### src/rtl/cache_ctrl.sv
// Direct-mapped, one-word-line data cache controller with read-miss fill,
// write-through stores and a sequential whole-cache flush. Build option: CACHE_STATS_EN adds hit/miss counters.
module cache_ctrl #(
    parameter int SET_BITS = 3
) (
    input  logic        clk,
    input  logic        rst_n,
    input  logic        cpu_req,
    input  logic        cpu_we,
    input  logic [31:0] cpu_addr,
    input  logic [31:0] cpu_wdata,
    output logic [31:0] cpu_rdata,
    output logic        cpu_stall,
    input  logic        flush,
    output logic        mem_req,
    output logic        mem_we,
    output logic [31:0] mem_addr,
    output logic [31:0] mem_wdata,
    input  logic [31:0] mem_rdata,
    input  logic        mem_ack,
    output logic [31:0] hit_cnt,
    output logic [31:0] miss_cnt
);

    localparam int LINES = 1 << SET_BITS;
    localparam int TAG_W = 32 - SET_BITS - 2;
    localparam logic [SET_BITS-1:0] IDX_ZERO = {SET_BITS{1'b0}};
    localparam logic [SET_BITS-1:0] IDX_ONE  = {{(SET_BITS-1){1'b0}}, 1'b1};
    localparam logic [SET_BITS-1:0] IDX_LAST = {SET_BITS{1'b1}};

    typedef enum logic [1:0] {
        IDLE  = 2'd0,
        FILL  = 2'd1,
        WRITE = 2'd2,
        FLUSH = 2'd3
    } state_t;

    state_t               state_r;
    state_t               state_nxt_s;
    logic [LINES-1:0]     valid_r;
    logic [TAG_W-1:0]     tag_r  [0:LINES-1];
    logic [31:0]          data_r [0:LINES-1];
    logic [SET_BITS-1:0]  flush_idx_r;

    logic [SET_BITS-1:0]  index_s;
    logic [TAG_W-1:0]     tag_s;
    logic                 hit_s;
    logic                 req_start_s;
    logic                 req_we_s;
    logic                 req_done_s;
    logic                 fill_s;
    logic                 store_hit_s;
    logic                 inval_s;
    logic [SET_BITS-1:0]  inval_idx_s;
    logic                 flush_go_s;
    logic                 unused_s;

    assign index_s  = cpu_addr[SET_BITS+1:2];
    assign tag_s    = cpu_addr[31:SET_BITS+2];
    assign hit_s    = valid_r[index_s] && (tag_r[index_s] == tag_s);
    assign unused_s = ^cpu_addr[1:0];

    // Next-state decode, stall and load-data return.
    always_comb begin
        state_nxt_s = state_r;
        cpu_stall   = 1'b0;
        cpu_rdata   = 32'd0;
        req_start_s = 1'b0;
        req_we_s    = 1'b0;
        req_done_s  = 1'b0;
        fill_s      = 1'b0;
        store_hit_s = 1'b0;
        inval_s     = 1'b0;
        inval_idx_s = IDX_ZERO;
        flush_go_s  = 1'b0;
        case (state_r)
            IDLE: begin
                if (flush) begin
                    // The request cycle already clears line 0, so the flush spans exactly LINES cycles.
                    flush_go_s  = 1'b1;
                    inval_s     = 1'b1;
                    inval_idx_s = IDX_ZERO;
                    cpu_stall   = cpu_req;
                    state_nxt_s = FLUSH;
                end else if (cpu_req) begin
                    if (cpu_we) begin
                        cpu_stall   = 1'b1;
                        req_start_s = 1'b1;
                        req_we_s    = 1'b1;
                        store_hit_s = hit_s;
                        state_nxt_s = WRITE;
                    end else if (hit_s) begin
                        cpu_rdata   = data_r[index_s];
                    end else begin
                        cpu_stall   = 1'b1;
                        req_start_s = 1'b1;
                        state_nxt_s = FILL;
                    end
                end else begin
                    state_nxt_s = IDLE;
                end
            end
            FILL: begin
                if (mem_ack) begin
                    cpu_rdata   = mem_rdata;
                    fill_s      = 1'b1;
                    req_done_s  = 1'b1;
                    state_nxt_s = IDLE;
                end else begin
                    cpu_stall   = 1'b1;
                end
            end
            WRITE: begin
                if (mem_ack) begin
                    req_done_s  = 1'b1;
                    state_nxt_s = IDLE;
                end else begin
                    cpu_stall   = 1'b1;
                end
            end
            FLUSH: begin
                cpu_stall   = cpu_req;
                inval_s     = 1'b1;
                inval_idx_s = flush_idx_r;
                if (flush_idx_r == IDX_LAST) begin
                    state_nxt_s = IDLE;
                end else begin
                    state_nxt_s = FLUSH;
                end
            end
            default: begin
                state_nxt_s = IDLE;
            end
        endcase
    end

    // State, valid bits and flush index.
    always_ff @(posedge clk or negedge rst_n) begin
        if (!rst_n) begin
            state_r     <= IDLE;
            valid_r     <= {LINES{1'b0}};
            flush_idx_r <= IDX_ZERO;
        end else begin
            state_r <= state_nxt_s;
            if (inval_s) begin
                valid_r[inval_idx_s] <= 1'b0;
            end else if (fill_s) begin
                valid_r[index_s] <= 1'b1;
            end else begin
                valid_r <= valid_r;
            end
            if (flush_go_s) begin
                flush_idx_r <= IDX_ONE;
            end else if (state_r == FLUSH) begin
                flush_idx_r <= flush_idx_r + IDX_ONE;
            end else begin
                flush_idx_r <= flush_idx_r;
            end
        end
    end

    // Memory-port request registers; reset abandons any outstanding transaction.
    always_ff @(posedge clk or negedge rst_n) begin
        if (!rst_n) begin
            mem_req   <= 1'b0;
            mem_we    <= 1'b0;
            mem_addr  <= 32'd0;
            mem_wdata <= 32'd0;
        end else if (req_start_s) begin
            mem_req  <= 1'b1;
            mem_we   <= req_we_s;
            mem_addr <= {cpu_addr[31:2], 2'b00};
            if (req_we_s) begin
                mem_wdata <= cpu_wdata;
            end else begin
                mem_wdata <= mem_wdata;
            end
        end else if (req_done_s) begin
            mem_req <= 1'b0;
        end else begin
            mem_req <= mem_req;
        end
    end

    // Tag and data arrays; contents are qualified by valid_r so need no reset.
    always_ff @(posedge clk) begin
        if (fill_s) begin
            tag_r[index_s]  <= tag_s;
            data_r[index_s] <= mem_rdata;
        end else if (store_hit_s) begin
            data_r[index_s] <= cpu_wdata;
        end else begin
            data_r[index_s] <= data_r[index_s];
        end
    end

`ifdef CACHE_STATS_EN
    logic        hit_evt_s;
    logic        miss_evt_s;
    logic [31:0] hit_cnt_r;
    logic [31:0] miss_cnt_r;

    // A fill-completed load is returned from FILL, so it never counts as a hit.
    assign hit_evt_s  = (state_r == IDLE) && !flush && cpu_req && !cpu_we && hit_s;
    assign miss_evt_s = (state_r == IDLE) && !flush && cpu_req && !cpu_we && !hit_s;

    // Load hit/miss statistics, wrapping at 2^32.
    always_ff @(posedge clk or negedge rst_n) begin
        if (!rst_n) begin
            hit_cnt_r  <= 32'd0;
            miss_cnt_r <= 32'd0;
        end else begin
            if (hit_evt_s) begin
                hit_cnt_r <= hit_cnt_r + 32'd1;
            end else begin
                hit_cnt_r <= hit_cnt_r;
            end
            if (miss_evt_s) begin
                miss_cnt_r <= miss_cnt_r + 32'd1;
            end else begin
                miss_cnt_r <= miss_cnt_r;
            end
        end
    end

    assign hit_cnt  = hit_cnt_r;
    assign miss_cnt = miss_cnt_r;
`else
    assign hit_cnt  = 32'd0;
    assign miss_cnt = 32'd0;
`endif

endmodule
### config.mk
export PLATFORM = sky130hd
export DESIGN_NAME = cache_ctrl
export DESIGN_NICKNAME = d
export VERILOG_FILES = /design/src/rtl/cache_ctrl.sv
export SDC_FILE = /design/constraint.sdc
export NUM_CORES = 1
export LEC_CHECK = 0
export CAP_MARGIN = 20
export CORE_MARGIN = 5
export CORE_UTILIZATION = 57
export CTS_CLUSTER_DIAMETER = 200
export CTS_CLUSTER_SIZE = 16
export DETAILED_ROUTE_END_ITERATION = 10
export HOLD_SLACK_MARGIN = 0.03
export PLACE_DENSITY_LB_ADDON = 0.12
export SLEW_MARGIN = 40
export SYNTH_ARGS = -nofsm -noshare
export SYNTH_HDL_FRONTEND = slang
export SYNTH_SLANG_ARGS = --single-unit
### constraint.sdc
create_clock -name clk -period 9.2 [get_ports clk]
set_input_delay 0.92 -clock clk [delete_from_list [all_inputs] [get_ports clk]]
set_output_delay 0.92 -clock clk [all_outputs]
set_load 0.03 [all_outputs]
Word-level counts from Yosys, hierarchy flattened
Memories as Yosys holds them, arrays and structs flattened. Cells that the tools add are included.

$add $sub $neg: 1. Multipliers: 0. Div/mod/pow operators: 0. Magnitude comparators: 4. Equality and inequality tests: 7. Shifts and indexed selects: 0. Muxes and demuxes: 58. Bitwise logic cells: 5. Reductions and logical operators: 10.

Operators by type and width (count): 32-bit 2-to-1 mux (7); 32-bit one-hot mux with 2 select lines (1); 1-bit 2-to-1 mux (33); 27-bit == test (1); 8-bit 2-to-1 mux (2); 2-bit 2-to-1 mux (6); 3-bit 2-to-1 mux (3); 8-bit AND (1); 3-bit by 4-bit < comparator with 1-bit output, second input constant (2); 8-bit NOT (1); 8-bit OR (1); 1-bit demux with 3-bit select (2); 3-bit by 1-bit greater-or-equal comparator with 1-bit output, second input constant (2); 2-bit one-hot mux with 3 select lines (1); 2-bit nonzero test (3); 5-bit != test, second input constant (1); 2-bit == test, second input constant (2); 2-bit AND reduction (2); 3-bit by 1-bit adder with 3-bit output, second input constant (1); 1-bit binary-select mux with 3-bit select (1); 3-bit == test, second input constant (1); 1-bit logical AND (3); 1-bit one-hot mux with 3 select lines (1); 2-bit by 1-bit == test with 1-bit output, second input constant (1); other kinds (5) (6).

Bits in registers: 77. Latch bits: 0. Memory bits (writable): 472. Memory bits (read-only): 0. Output and inout bits: 163. Logic and storage cells: 94. Memories: 2.

Memory list: data_r (depth 8, width 32, rd ports 1, clocked after Yosys merged registers in 0, write ports 1, line 42) `logic [31:0] data_r [0:LINES-1];`; tag_r (depth 8, width 27, rd ports 1, clocked after Yosys merged registers in 0, write ports 1, line 41) `logic [TAG_W-1:0] tag_r [0:LINES-1];`.

Longest topological paths before layout
Gate-level depths: netlist (run 1).

Word-level depth: 12. Depth in mapped cells: 13.

Worst setup path after synthesis (run 1)
OpenSTA, ideal clock, no wires.

Path kind: input to output. Start point: input port cpu_addr[2]. End point: output port cpu_rdata[2]. Data arrival time: 4.499 ns. Data required time: 8.280 ns. Setup slack: 3.781 ns. Stages on the path: 9. Buffers on the path: 5. Cell sequence: buf_4 > buf_2 > buf_4 > buf_2 > nor3_1 > clkbuf_1 > a222oi_1 > and3_1 > o21ai_0.

Word-level cells in the longest chain between the ends: 8. Elaborated cells on any way between the ends: 11. Those cells by class: 1 x eq/ne; 7 x mux; 1 x reduce/logical; 2 x memory.

Ends and longest elaborated chain: start, declared (line 10) `input logic [31:0] cpu_addr,`; memory read 8 x 27 bit or 1-bit binary-select mux with 3-bit select (tied branches); 27-bit == test or 1-bit 2-to-1 mux (tied branches) (line 60) `assign hit_s = valid_r[index_s] && (tag_r[index_s] == tag_s);`; 1-bit logical AND (line 60); 32-bit 2-to-1 mux * (line 92) `end else if (hit_s) begin`; 32-bit 2-to-1 mux * (line 86) `if (cpu_we) begin`; 32-bit 2-to-1 mux * (line 85) `end else if (cpu_req) begin`; 32-bit 2-to-1 mux * (line 78) `if (flush) begin`; 32-bit one-hot mux with 2 select lines * (line 76) `case (state_r)`; end, declared (line 12) `output logic [31:0] cpu_rdata,`.

Mark *: on every way between the ends. The rest lies on a longest branch, timed or not. The select of a mux whose other input is x is not followed.

Worst setup path in the final report (run 1)
Start point: input port cpu_addr[4]. End point: output port cpu_rdata[3].

The elaborated chain is that of the path after synthesis.

==> out/metrics.cfg, run 1 <==
[status]
status = finished clean

[critical_path]
r2r_start = tag_r[5][7]
crit-reg2reg-capture = data_r[1][6]
critPathLaunchType = input pin
reg2reg_slack_ns = 5.09
crit_required_ns = 8.28
cpMaxStageDelayCell = buf_4
critPathMaxFanout = 50
crit_type = input pin to primary output
crit_path_max_incr_delay_ns = 0.72
crit_top_cell = buf_4
cp-end-kind = primary output
worstPathCellList = buf_4 -> buf_4 -> nor2b_1 -> a22o_1 -> o31a_1 -> nor4_1 -> and4_1 -> nand4_1 -> or2_1 -> buf_4 -> o21ai_0 -> clkdlybuf4s50_1
r2r_cells = 9
worstPathArrival_ns = 5.62

[place]
place.gp.congestion = 0.772
place_area_sq_um = 25100
dpl_worst_slack_ns = 2.62
io_buffer_count = 196
dp.final_hpwl_mm = 29.0

[global_route]
grt_max_degree = 62
antenna_found_initial = 0
grt_pass1_wl_mm = 74.9
grt_usage_pct = 21.5
grt_overflow = 0
grt_pass1_vias = 12900

[timing]
whs_ns = 0.355
hold_viol = 0
period_minus_slack_ns = 6.54
fmax_ghz = 0.153
slew_violations = 0
skew_ns = 0.0155
fin_crit_sh_pct = 71.1
rsz0062_at_grt = false
fin_ws_ns = 2.66
finalSetupViolCount = 0
max-slew-margin-rel_pct = 44.3
setup_tns_ns = 0
max_slew.worst_pin.slew_ns = 0.833

[power]
peakVddDrop_mv = 0.131
power.density_nw_per_um2 = 239
power.leakage_uw = 0.00932

[cts]
post_cts_buffers = 0
insertion_delay_ns = 0.55
htree_levels = 2
clockBufferDepth = 3
cts_tree = done
cts_resized = 0
clock_sinks = 549
holdBufCountCts = 0
numCtsBuffers = 40
clk_pin_slew_ns = 0.07
root_buffer = clkbuf_16

[die]
coreArea_sq_um = 39500
fp-row-count = 73
dieArea_sq_um = 44000
io_pins = 265
start_util_pct = 57.5
dieWidth_um = 210
die_h_um = 210

[synthesis]
synth_edf_count = 472
synthCells = 1439
async_flop_share_pct = 14.0
avgSynthCellArea_sq_um = 15.8
syn_area_sq_um = 22700
yosysWarnings = 0
ys_seq_area_share_pct = 70.8
yosysUniqueCellTypes = 56
synth-main-ff-cell = edfxtp_1
ys_seq_elements = 549

[flow_run]
max_cap_viol_count = 0

[drt]
ant_nets = 0
dr.first_iter.drc_count = 774
vias_per_cell = 5.76
drt_pass1_iterations = 5
drcViolationCount = 0
routed-via-count = 12600
detail_route.wl_per_cell_um = 21.8
wl_mm = 47.7

[final_layout]
antenna_cells = 0
final_layout_size_suffix_gt1_share_pct = 13.3
final_nets = 1735
area_delta_synth_final_pct = 15.5
final_area_sq_um = 26200
final_cell_mix = edfxtp_1, clkdlybuf4s50_1, nand2_1, mux2i_1, dfrtp_1
final_common_cell = edfxtp_1

[worst_hold_path]
hp-class = input pin to async pin

[state kept, by name, indices dropped and copies added (netlist names)]
register	flops
mem_we	1
valid_r	8
tag_r	216
flush_idx_r	3
mem_req	1
state_r	2
mem_wdata	32
mem_addr	30
data_r	256
[Yosys cell counts (6+ instances only)]
cell | instances | area [sq um]
a2111oi_0 | 6 | 52.6
a211oi_1 | 13 | 97.6
a21bo_2 | 17 | 170
a21oi_1 | 30 | 150
a221oi_1 | 17 | 149
a22o_1 | 18 | 158
a22oi_1 | 66 | 495
and3_1 | 8 | 50.1
and4_1 | 8 | 70.1
buf_2 | 20 | 100
buf_4 | 81 | 608
clkbuf_1 | 38 | 143
dfrtp_1 | 77 | 1930
edfxtp_1 | 472 | 14200
inv_1 | 35 | 131
mux2_2 | 62 | 698
mux2_4 | 10 | 150
mux2i_1 | 83 | 831
mux4_2 | 30 | 676
nand2_1 | 93 | 349
nor2_1 | 28 | 105
nor2b_1 | 23 | 144
nor3_1 | 13 | 65.1
nor4_1 | 11 | 68.8
o21ai_0 | 49 | 245
o21ai_1 | 40 | 200
o22ai_1 | 9 | 56.3
o31a_1 | 7 | 61.3
xor2_1 | 13 | 114
[critical path, delay by kind of cell]
family	cells	cell delay, ns
AND/OR/NAND/NOR	5	1.68
buffers and inverters	4	2.17
AO/OA/AOI/OAI	3	0.75
[layer usage]
metal	global-route usage, %	up-vias	wire, um
met1	30.6	6385	21000
met4	4.39	0	759
li1	-	5811	-
met2	36.0	335	23600
met3	3.38	52	2340
met5	0	-	0
[worst max-delay path by stage]
stage,slack [ns],endpoint,cells after the start,start
detailed placement,2.62,cpu_rdata[2],12,cpu_addr[4]
finish,2.66,cpu_rdata[3],12,cpu_addr[4]
global placement,2.65,cpu_rdata[3],12,cpu_addr[4]
floorplan,3.78,cpu_rdata[2],9,cpu_addr[2]
global route,2.35,cpu_rdata[3],12,cpu_addr[4]
CTS,2.60,cpu_rdata[3],12,cpu_addr[4]
[power by group]
part           internal [uW]  leakage, uW  switching, uW
logic                    572      0.00351            868
clock network            846     0.000557            805
registers               3050      0.00526            117
[stage by stage]
| stage | cells | utilization [%] | total power [uW] |
|---|---|---|---|
| after global placement | 2108 | 63.2 | 4640 |
| after global routing | 2185 | 66.3 | 6540 |
| after CTS | 2185 | 66.3 | 6320 |
| final | 2185 | 66.3 | 6260 |
| after floorplan | 1504 | - | 4100 |
| after detailed placement | 2111 | 63.4 | 4680 |
[area by class of cell]
cell class,instances,area (sq um)
multi-input cells,776,5960
repair buffers,226,2220
clock inverters,3,33.8
fillers,2783,13300
clock buffers,71,1140
well taps,525,657
inverters,35,131
flip-flops and latches,549,16100
[cell families (layout without fill, tap and decap cells)]
| family | Yosys count | after routing | synth area share (%) |
|---|---|---|---|
| compound gates | 290 | 290 | 8.74 |
| simple gates | 213 | 213 | 4.63 |
| fa+ha+maj | 5 | 5 | 0.275 |
| buf+inv | 179 | 335 | 4.47 |
| other cells | 1 | 66 | 0.0165 |
| mux | 186 | 186 | 10.4 |
| flops | 549 | 549 | 70.8 |
| xor+xnor | 16 | 16 | 0.617 |
Power figures use the tool's default switching activity.
==> run 2: changes to the inputs <==
Settings changed: CORE_UTILIZATION 57 to 56.
Clock period 9.2 ns to 6.7 ns, I/O delays scaled along.
==> run 2 against run 1 <==
  * Combinational power increased by 38%
  * Core utilization decreased by 0.29 points
  * Cell count grew 0.55%
  * Clock-buffer cell count is the same
  * Register-to-register slack got worse by 2.4 ns
  * Power up 38%
  * Critical path depth is the same
  * Hold slack got worse by 0.27 ns
  * Sequential power is 37% higher
  * Via count grew 0.48%
  * Final area is 0.48% higher
  * Non-clock buffer count up 13
  * Critical endpoint is now cpu_rdata[11]
  * Largest cell class unchanged
  * Largest power group unchanged
==> out/metrics.cfg, run 2 (synthesis gave the netlist of run 1 again) <==
[status]
status = finished clean  ; unchanged

[critical_path]
crit_path_max_incr_delay_ns = 0.70  ; was 0.72 ns
path_buf_inv = 4  ; unchanged
critPathMaxFanout = 38  ; was 50
crit_required_ns = 6.03  ; was 8.28 ns
r2r_cells = 9  ; unchanged
crit_top_cell = buf_4  ; unchanged
worstPathCellList = buf_4 -> buf_4 -> mux4_2 -> mux2i_1 -> xor2_1 -> nand4_1 -> nor2_1 -> nand4_1 -> or2_1 -> buf_4 -> o21ai_1 -> clkdlybuf4s50_1  ; was buf_4 -> buf_4 -> nor2b_1 -> a22o_1 -> o31a_1 -> nor4_1 -> and4_1 -> nand4_1 -> or2_1 -> buf_4 -> o21ai_0 -> clkdlybuf4s50_1
crit_type = input pin to primary output  ; unchanged
reg2reg_slack_ns = 2.64  ; was 5.09 ns
cpMaxStageDelayCell = clkdlybuf4s50_1  ; was buf_4
worstPathArrival_ns = 4.89  ; was 5.62 ns
r2r_start = tag_r[4][24]  ; was tag_r[5][7]
crit-reg2reg-capture = data_r[7][15]  ; was data_r[1][6]
cp-startpoint = cpu_addr[4]  ; unchanged
cp-end-kind = primary output  ; unchanged
critPathLaunchType = input pin  ; unchanged
cp_top_family = buffers and inverters  ; unchanged

[timing]
finalSetupViolCount = 0  ; unchanged
skew_ns = 0.0201  ; was 0.0155 ns
max_slew.worst_pin.slew_ns = 0.775  ; was 0.833 ns
hold_viol = 0  ; unchanged
slew_violations = 0  ; unchanged
setup_tns_ns = 0  ; unchanged
rsz0062_at_grt = false  ; unchanged
max-slew-margin-rel_pct = 48.2  ; was 44.3%
whs_ns = 0.0842  ; was 0.355 ns
fin_crit_sh_pct = 83.0
fmax_ghz = 0.180
period_minus_slack_ns = 5.56

[die]
die_h_um = 211  ; was 210 um
coreArea_sq_um = 39900  ; was 39,500 sq um
dieArea_sq_um = 44700  ; was 44,000 sq um
dieWidth_um = 211  ; was 210 um
io_pins = 265  ; unchanged
start_util_pct = 56.9  ; was 57.5%
fp-row-count = 73  ; unchanged

[final_layout]
top_register = data_r  ; unchanged
largest_reg_flops = 256  ; unchanged
final_common_cell = edfxtp_1  ; unchanged
final_layout_size_suffix_gt1_share_pct = 13.9  ; was 13.3%
final_cell_mix = edfxtp_1, clkdlybuf4s50_1, nand2_1, mux2i_1, dfrtp_1  ; unchanged
final_area_sq_um = 26400  ; was 26,200 sq um
antenna_cells = 0  ; unchanged
top_regs = data_r x256, tag_r x216, mem_wdata x32  ; unchanged
final_util_pct = 66.1  ; was 66.3%
final_nets = 1748  ; was 1,735
area_delta_synth_final_pct = 16.0  ; was 15.5%

[place]
io_buffer_count = 196  ; unchanged
dp.final_hpwl_mm = 29.7  ; was 29.0 mm
place_area_sq_um = 25200  ; was 25,100 sq um
place.gp.congestion = 0.770  ; was 0.772

[cts]
clockBufferDepth = 3  ; unchanged
insertion_delay_ns = 0.56  ; was 0.55 ns
htree_levels = 2  ; unchanged
root_buffer = clkbuf_16  ; unchanged
clk_pin_slew_ns = 0.07  ; about the same
numCtsBuffers = 40  ; unchanged
cts_tree = done  ; unchanged
holdBufCountCts = 0  ; unchanged
post_cts_buffers = 0  ; unchanged
cts_resized = 0  ; unchanged
clock_sinks = 549  ; unchanged

[drt]
wl_mm = 48.5  ; was 47.7 mm
drt_pass1_iterations = 5  ; unchanged
detail_route.wl_per_cell_um = 22.1  ; was 21.8 um
vias_per_cell = 5.75  ; was 5.76
drcViolationCount = 0  ; unchanged
ant_nets = 0  ; unchanged
dr.first_iter.drc_count = 778  ; was 774
routed-via-count = 12600  ; about the same

[global_route]
grt_pass1_vias = 12900  ; about the same
grt_overflow = 0  ; unchanged
grt_pass1_wl_mm = 74.8  ; was 74.9 mm
grt_max_degree = 62  ; unchanged
antenna_found_initial = 1  ; was 0
grt_usage_pct = 21.5  ; about the same

[power]
power.leakage_uw = 0.00940  ; was 0.00932 uW
power.density_nw_per_um2 = 327  ; was 239 nW/um^2
peakVddDrop_mv = 0.251  ; was 0.131 mV
total_power_uw = 8620  ; was 6260 uW

[flow_run]
max_cap_viol_count = 0  ; unchanged

[worst_hold_path]
hp-class = input pin to async pin  ; unchanged

[run 2: cell types whose count changed in the layout (fill, tap and decap cells not counted), sizes merged]
cell	before	now
buf	34	47
clkinv	1	2
inv	37	35
[run 2: final cells by class]
class | instances | area [sq um]
fill | 2823 | 13500
tap | 525 | 657
inverter | 35 | 131
sequential | 549 | 16100
clock inverter | 2 | 32.5
clock buffer | 71 | 1160
timing repair buffer | 239 | 2320
multi-input combinational | 776 | 5960
[run 2: through the flow]
step | instances | setup WS (ns)
after floorplan | 1504 | 1.78
after global placement | 2124 | 1.17
after detailed placement | 2124 | 1.10
after CTS | 2197 | 1.08
after global routing | 2197 | 0.870
final | 2197 | 1.14
[run 2: report_power, final]
group / total, uW / switching [uW] / leakage [uW] / internal, uW
Sequential: 4350 / 161 / 0.00526 / 4190
Combinational: 1990 / 1200 / 0.00357 / 791
Clock: 2280 / 1100 / 0.000566 / 1180
[run 2: worst max path at each step]
stage,depth (start not counted),end,slack (ns)
floorplan,9,cpu_rdata[2],1.78
global placement,12,cpu_rdata[2],1.17
detailed placement,12,cpu_rdata[2],1.10
CTS,12,cpu_rdata[2],1.08
global route,12,cpu_rdata[2],0.87
finish,12,cpu_rdata[11],1.14
[run 2: layer usage]
layer | track usage [%] | part of all wire, %
met1 | 30.2 | 43
met2 | 35.9 | 50
met4 | 5.09 | 1.8
met3 | 3.36 | 4.9
met5 | 0 | 0.027
